### config.mk
export PLATFORM = sky130hd
export DESIGN_NAME = regfile_scoreboard
export DESIGN_NICKNAME = d
export VERILOG_FILES = /design/src/rtl/regfile_scoreboard.sv
export SDC_FILE = /design/constraint.sdc
export NUM_CORES = 1
export LEC_CHECK = 0
export BUFFER_PORTS_ARGS = -buffer_cell sky130_fd_sc_hd__buf_2
export CORE_AREA = 2 2 141 143
export DETAILED_ROUTE_END_ITERATION = 8
export DIE_AREA = 0 0 143 145
export GPL_TIMING_DRIVEN = 0
export HOLD_SLACK_MARGIN = 0.02
export PLACE_DENSITY_LB_ADDON = 0.1
export SYNTH_ARGS = -nofsm -noshare
export SYNTH_HDL_FRONTEND = slang
export SYNTH_SLANG_ARGS = --single-unit
export TNS_END_PERCENT = 20
### constraint.sdc
create_clock -name clk -period 2.6 [get_ports clk]
set_input_delay 0.13 -clock clk [delete_from_list [all_inputs] [get_ports clk]]
set_output_delay 0.13 -clock clk [all_outputs]
set_load 0.005 [all_outputs]
### src/rtl/regfile_scoreboard.sv
`default_nettype none
// ============================================================================
// Module      : regfile_scoreboard
// Description : NUM_REGS x DATA_W register file with two combinational read
//               ports, one clocked write port, optional write-to-read bypass,
//               optional hardwired-zero register 0 and a per-register pending
//               scoreboard for write-after-write hazard detection at issue.
// Ports       : clk, rst               - clock, synchronous active-high reset
//               read_reg1/2            - read addresses
//               read_data1/2           - read data (combinational)
//               read_ready1/2          - operand valid (not pending or bypassed)
//               write_reg/write_data/reg_write - writeback port
//               issue_reg/issue_valid  - issue destination request
//               issue_stall            - issue refused (WAW hazard)
//               pending_count          - number of pending registers
// Revision    : 1.0 - initial release
// ============================================================================
module regfile_scoreboard #(
    parameter int DATA_W   = 16,
    parameter int NUM_REGS = 8,
    parameter int ZERO_REG = 0,
    parameter int BYPASS   = 1,
    localparam int ADDR_W  = $clog2(NUM_REGS)
) (
    input  logic              clk,
    input  logic              rst,
    input  logic [ADDR_W-1:0] read_reg1,
    input  logic [ADDR_W-1:0] read_reg2,
    output logic [DATA_W-1:0] read_data1,
    output logic [DATA_W-1:0] read_data2,
    output logic              read_ready1,
    output logic              read_ready2,
    input  logic [ADDR_W-1:0] write_reg,
    input  logic [DATA_W-1:0] write_data,
    input  logic              reg_write,
    input  logic [ADDR_W-1:0] issue_reg,
    input  logic              issue_valid,
    output logic              issue_stall,
    output logic [ADDR_W:0]   pending_count
);

    localparam int CNT_W = ADDR_W + 1;

    logic [DATA_W-1:0]   r_regs [NUM_REGS];
    logic [NUM_REGS-1:0] r_pending;
    logic [CNT_W-1:0]    r_count;

    logic                w_write_en;
    logic                w_hazard;
    logic                w_issue_en;
    logic                w_inc;
    logic                w_dec;
    logic [NUM_REGS-1:0] w_clr_mask;
    logic [NUM_REGS-1:0] w_set_mask;
    logic [NUM_REGS-1:0] w_pending_nxt;

    // Writes to a hardwired-zero register 0 are dropped entirely.
    assign w_write_en = reg_write && !((ZERO_REG != 0) && (write_reg == '0));

    // A pending destination stops being a hazard if its writeback lands
    // in the same cycle.
    assign w_hazard    = r_pending[issue_reg] && !(reg_write && (write_reg == issue_reg));
    assign issue_stall = issue_valid && w_hazard;

    // Issue to a hardwired-zero register 0 is accepted but tracks nothing.
    assign w_issue_en = issue_valid && !w_hazard &&
                        !((ZERO_REG != 0) && (issue_reg == '0));

    always_comb begin
        w_clr_mask = '0;
        w_set_mask = '0;
        if (w_write_en) begin
            w_clr_mask[write_reg] = 1'b1;
        end
        if (w_issue_en) begin
            w_set_mask[issue_reg] = 1'b1;
        end
        // Set is applied after clear: the new producer wins on a same-register collision.
        w_pending_nxt = (r_pending & ~w_clr_mask) | w_set_mask;
    end

    // Count moves only on a real bit transition so it always equals the popcount.
    assign w_inc = w_issue_en && !r_pending[issue_reg];
    assign w_dec = w_write_en && r_pending[write_reg] &&
                   !(w_issue_en && (issue_reg == write_reg));

    always_ff @(posedge clk) begin
        if (rst) begin
            for (int i = 0; i < NUM_REGS; i++) begin
                r_regs[i] <= '0;
            end
            r_pending <= '0;
            r_count   <= '0;
        end else begin
            if (w_write_en) begin
                r_regs[write_reg] <= write_data;
            end
            r_pending <= w_pending_nxt;
            if (w_inc && !w_dec) begin
                r_count <= r_count + CNT_W'(1);
            end else if (w_dec && !w_inc) begin
                r_count <= r_count - CNT_W'(1);
            end
        end
    end

    assign pending_count = r_count;

    // Read ports: zero register, then bypass, then stored state.
    logic [1:0][ADDR_W-1:0] w_raddr;
    logic [1:0][DATA_W-1:0] w_rdata;
    logic [1:0]             w_rready;

    assign w_raddr[0] = read_reg1;
    assign w_raddr[1] = read_reg2;

    for (genvar p = 0; p < 2; p++) begin : g_rd
        logic w_zero;
        logic w_byp;
        assign w_zero      = (ZERO_REG != 0) && (w_raddr[p] == '0);
        assign w_byp       = (BYPASS != 0) && reg_write && (write_reg == w_raddr[p]);
        assign w_rdata[p]  = w_zero ? '0 : (w_byp ? write_data : r_regs[w_raddr[p]]);
        assign w_rready[p] = w_zero || w_byp || !r_pending[w_raddr[p]];
    end

    assign read_data1  = w_rdata[0];
    assign read_data2  = w_rdata[1];
    assign read_ready1 = w_rready[0];
    assign read_ready2 = w_rready[1];

endmodule
`default_nettype wire

# After elaboration in Yosys (flattened, before gate mapping)
# Memory sizes are Yosys's and may differ from the RTL's.
# Index checks and enable logic that the tools add are counted.
[totals]
input_bits = 32
mem_count = 1
output_inout_bits = 39
mem_bits_rw = 128
wordCells = 70
ff_bits = 12
[op_classes]
n_reduce_logical = 26
eq_ne = 4
bitwise_logic = 3
n_lt_le_gt_ge = 6
addsub = 2
mux = 26
[memory_table]
columns = ["name", "words", "word_bits", "rd", "rd_clocked_by_memory_dff", "write_ports", "line_no", "source"]
rows = [
  ["r_regs", 8, 16, 2, 0, 8, "44", "logic [DATA_W-1:0] r_regs [NUM_REGS];"],
]
[op_table]
columns = ["operator", "count"]
rows = [
  ["two-way mux 16 bit", 3],
  ["< comparator 3 x 4 -> 1 bit (second input constant)", 4],
  ["two-way mux 8 bit", 2],
  ["OR reduction 16 bit", 1],
  ["logical AND 1 bit", 14],
  ["binary-select mux 1 bit (select 3 bit)", 4],
  ["equality test 3 bit", 4],
  ["two-way mux 1 bit", 12],
  ["bitwise AND 8 bit", 1],
  ["zero test 1 bit", 8],
  ["two-way mux 4 bit", 2],
  ["inverter 8 bit", 1],
  ["OR 8 bit", 1],
  ["demux 1 bit (select 3 bit)", 2],
  [">= comparator 3 x 1 -> 1 bit (second input constant)", 2],
  ["adder 4 x 1 -> 4 bit (second input constant)", 1],
  ["subtractor 4 x 1 -> 4 bit (second input constant)", 1],
  ["two-way mux 3 bit", 1],
  ["logical OR 1 bit", 2],
  ["nonzero test 2 bit", 1],
]

# Depth between registers and ports, before layout
[logic_depth]
word_depth = 12
mapped_depth = 13
depth_no_buf = 11

# Worst setup path after synthesis
# No wires, ideal clock.
[synth_timing]
kind = "register to register"
startpoint = "register r_pending[6]"
endpoint = "register r_count[3], in the netlist pending_count[3]"
stages_incl_launch_ff = 12
n_path_buf = 0
setup_slack_ns = 0.143
synth_period_minus_slack_ns = 2.457
arrival_ns = 2.337
setup_ns = 0.121
path_cell_list = "dfxtp_1 -> inv_1 -> o2bb2a_1 -> o211ai_4 -> nor2_1 -> ha_1 -> inv_1 -> ha_1 -> a21oi_1 -> a211oi_1 -> a31oi_1 -> mux2_2"
[synth_between]
elab_chain_len = 11
word_cells_on_any_way = 19
classes_between = "mux (5); reduce/logical (14)"
[synth_rtl]
columns = ["item", "line_no", "source"]
rows = [
  ["start: declaration", "45", "logic [NUM_REGS-1:0] r_pending;"],
  ["start signal: assignment", "98", "r_pending <= w_pending_nxt;"],
  ["binary-select mux 1 bit (select 3 bit)", "62, 83", ""],
  ["two-way mux 1 bit (not written as such)", "62, 83", ""],
  ["logical AND 1 bit", "62", "assign w_hazard = r_pending[issue_reg] && !(reg_write && (write_reg == issue_reg));"],
  ["zero test 1 bit", "66", "assign w_issue_en = issue_valid && !w_hazard &&"],
  ["logical AND 1 bit", "66", ""],
  ["logical AND 1 bit", "85", "!(w_issue_en && (issue_reg == write_reg));"],
  ["zero test 1 bit", "85", ""],
  ["logical AND 1 bit", "84", "assign w_dec = w_write_en && r_pending[write_reg] &&"],
  ["zero test 1 bit", "99", "if (w_inc && !w_dec) begin"],
  ["logical AND 1 bit", "99", ""],
  ["two-way mux 4 bit or nonzero test 2 bit (tied branches)", "--", ""],
  ["end signal: assignment", "100", "r_count <= r_count + CNT_W'(1);"],
  ["end signal: assignment", "102", "r_count <= r_count - CNT_W'(1);"],
  ["end: declaration", "46", "logic [CNT_W-1:0] r_count;"],
]
# Parallel ways exist; a longest one is shown, timed or not. The select of a mux whose other input is x is not followed.
# A chain may end at the register's enable or synchronous reset.

# Final worst setup path
[layout_timing]
startpoint = "register r_pending[4]"
endpoint = "register r_count[3], in the netlist pending_count[3]"
# The elaborated chain is that of the path after synthesis.

==> flow_metrics.tcl <==
set metrics [dict create \
    vias 5547 \
    gp_congestion 0.816 \
    tightestPinTransition_ps 848 \
    mostFrequentLayoutCells "and2_1 (128), edfxtp_1 (128), buf_2 (77)" \
    synthArstFlopShare 0 \
    clk_pin_slew_ps 60 \
    max-vdd-ir-drop_mv 0.486 \
    ant_nets 0 \
    pre_cts_ws_ps -174 \
    detail_route.first_pass.iterations 5 \
    swShare 0.262 \
    synthDistinctLibCells 57 \
    worst-setup-path-type "flop to flop" \
    io_buffers 61 \
    wl_met2_mm 12.1 \
    synth_fp_nets 640 \
    grt_max_degree 18 \
    clock-sinks 140 \
    root_buffer "clkbuf_16" \
    antenna_cells 0 \
    die_h_microns 145 \
    seq_area_sq_um 4090 \
    cp.required_ps 2910 \
    chipWidth_microns 143 \
    syn2layout_area_growth_pct 14.8 \
    fmax_mhz 421 \
    fillers 1689 \
    period_needed_ps 2380 \
    synth_flop_cell "edfxtp_1" \
    hold_viol_final 0 \
    syn_area_per_cell_sq_um 14.1 \
    routed_wl_mm 23.8 \
    clk_latency_ps 420 \
    syn_area_sq_um 8490 \
    dr.max_layer_used "met4" \
    cts_buffers 17 \
    cts_tree "done" \
    maxSlewHeadroom 0.434 \
    wire_per_inst_microns 24.6 \
    final_core_util 0.508 \
    p_int_uw 4380 \
    timing.final.ws_setup_ps 224 \
    drtIter0Drc 367 \
    finalSetupViolations 0 \
    initial_core_util 0.442 \
    dpl_cell_area_sq_um 9190 \
    wl_met1_mm 10.1 \
    synth_seq_cells 140 \
    finClkSkew_ps 4.61 \
    power_density_nw_per_um2 609 \
    critPathMaxFanout 5 \
    wl_met3_mm 1.07 \
    pwr-share-clk 0.380 \
    antenna_found_initial 0 \
    fin_crit_sh 0.914 \
    drive_gt1_frac 0.270 \
    syn_inst 604 \
    fin_nets 724 \
    synth_edf_count 128 \
    viasPerCell 5.74 \
    crit_arrival_ps 2680 \
    holdBufCountCts 0 \
    design.core.area_sq_um 19200 \
    io_pins 71 \
    die_area_sq_um 20700 \
    startpoint_type "flop" \
    final_max_slew_viol_count 0 \
    end_kind "flop" \
    final_area_sq_um 9750 \
    p_total_uw 5930 \
    hold_path_class "input port to flop" \
    p_leak_uw 0.00375 \
    whs_ps 74.8 \
    p_comb_frac 0.164 \
    grt_use_total 0.235 \
    rsz0062_at_grt "no" \
    status "finished clean" \
    ys_seq_area_frac 0.481 \
    grt_pass1_vias 5692 \
    drv_cap 0 \
    clockBufferDepth 2 \
    grt_first_pass_wirelength_mm 35.1 \
    seq_power_share 0.455 \
    fp-row-count 51 \
    synth_warnings 0 \
    cts_max_level 4 \
    p_switching_uw 1550 \
    grt_overflow 0 \
    multi_input_area_sq_um 4040 \
    place_hpwl_mm 16.6 \
    drc 0 \
]
[critical path, stage by stage (launching register included)]
cell	delay, ps
dfxtp_1	400
mux2i_1	90
a211oi_1	250
a21o_1	130
o211ai_1	110
ha_2	210
inv_2	100
ha_4	220
a21oi_2	140
a211oi_1	80
a31oi_1	190
mux2_2	350
[Yosys cell counts, types with 2 or more instances]
| master | instances | area share |
|---|---|---|
| a22oi_1 | 2 | 0.0018 |
| xnor2_1 | 8 | 0.0083 |
| o21bai_1 | 3 | 0.0027 |
| clkbuf_1 | 5 | 0.0022 |
| buf_4 | 4 | 0.0035 |
| a2bb2oi_1 | 4 | 0.0041 |
| o31ai_1 | 6 | 0.0053 |
| buf_2 | 16 | 0.0094 |
| dfxtp_1 | 12 | 0.028 |
| a211oi_1 | 2 | 0.0018 |
| nor3_4 | 2 | 0.0038 |
| o41ai_2 | 2 | 0.0038 |
| a31o_2 | 2 | 0.0021 |
| nor3_1 | 2 | 0.0012 |
| clkbuf_2 | 8 | 0.0047 |
| mux2_2 | 3 | 0.0040 |
| mux2i_1 | 37 | 0.044 |
| buf_12 | 4 | 0.0094 |
| nand3_1 | 4 | 0.0024 |
| nand4_1 | 2 | 0.0015 |
| nor2_4 | 3 | 0.0040 |
| inv_1 | 11 | 0.0049 |
| a21oi_1 | 39 | 0.023 |
| nor2_1 | 48 | 0.021 |
| xor2_1 | 3 | 0.0031 |
| and2_1 | 128 | 0.094 |
| nand2b_1 | 4 | 0.0029 |
| nand2_1 | 5 | 0.0022 |
| edfxtp_1 | 128 | 0.45 |
| buf_6 | 8 | 0.011 |
| mux4_2 | 21 | 0.056 |
| mux4_1 | 47 | 0.15 |
| ha_1 | 3 | 0.0044 |
| nor2_2 | 3 | 0.0022 |
| nor2b_1 | 3 | 0.0022 |
[worst paths after layout]
path                            cells after the start               end              from  slack, ps
worst max-delay path                               11  pending_count[3]      r_pending[4]        220
worst min-delay path                                3      r_pending[1]      issue_reg[1]         70
worst max register to register                     11  pending_count[3]      r_pending[4]        220
worst min register to register                      2  pending_count[3]  pending_count[3]        570
[power groups by stage]
stage                     Combinational [uW]  Sequential (uW)  Clock, uW
after detailed placement                 962             2740          0
after global routing                    1040             2720       2370
after CTS                                971             2700       2260
final                                    976             2700       2260
after global placement                   938             2730          0
after floorplan                          602             2710          0
[registers in the layout, indices dropped and copies added (netlist names)]
register,flops
pending_count,4
r_pending,8
r_regs,128
[repair_timing]
item,CTS,global route
setup buffers,1,0
gates resized for setup,2,5
pin swaps,1,2
endpoints found under the setup margin,1,1
[final cells by class]
cell class | count | share of cell area
clock buffers | 20 | 0.0448
plain buffers | 46 | 0.0363
repair buffers | 65 | 0.0367
flip-flops and latches | 140 | 0.419
inverters | 11 | 0.00423
well taps | 265 | 0.0340
multi-input cells | 407 | 0.415
clock inverters | 12 | 0.0101
[metrics by stage]
step                setup TNS, ps  cells
detailed placement           -174    933
global placement            -3610    930
floorplan                       0    604
CTS                             0    966
finish                          0    966
global route                    0    966
[layer usage]
layer  track usage  vias up
met5             0        -
met3        0.0320       31
li1              -     2494
met2         0.400      206
met4        0.0723        0
met1         0.313     2816
[kinds of logic (layout without fill, tap and decap cells)]
group	after synthesis	count (layout)	share of synthesized area
buf+inv	57	154	0.0466
xor+xnor	11	11	0.0113
simple gates	214	214	0.149
mux	108	108	0.249
flops	140	140	0.481
fa+ha+maj	4	4	0.00678
compound gates	70	70	0.0569
(Power assumes the default switching activity.)
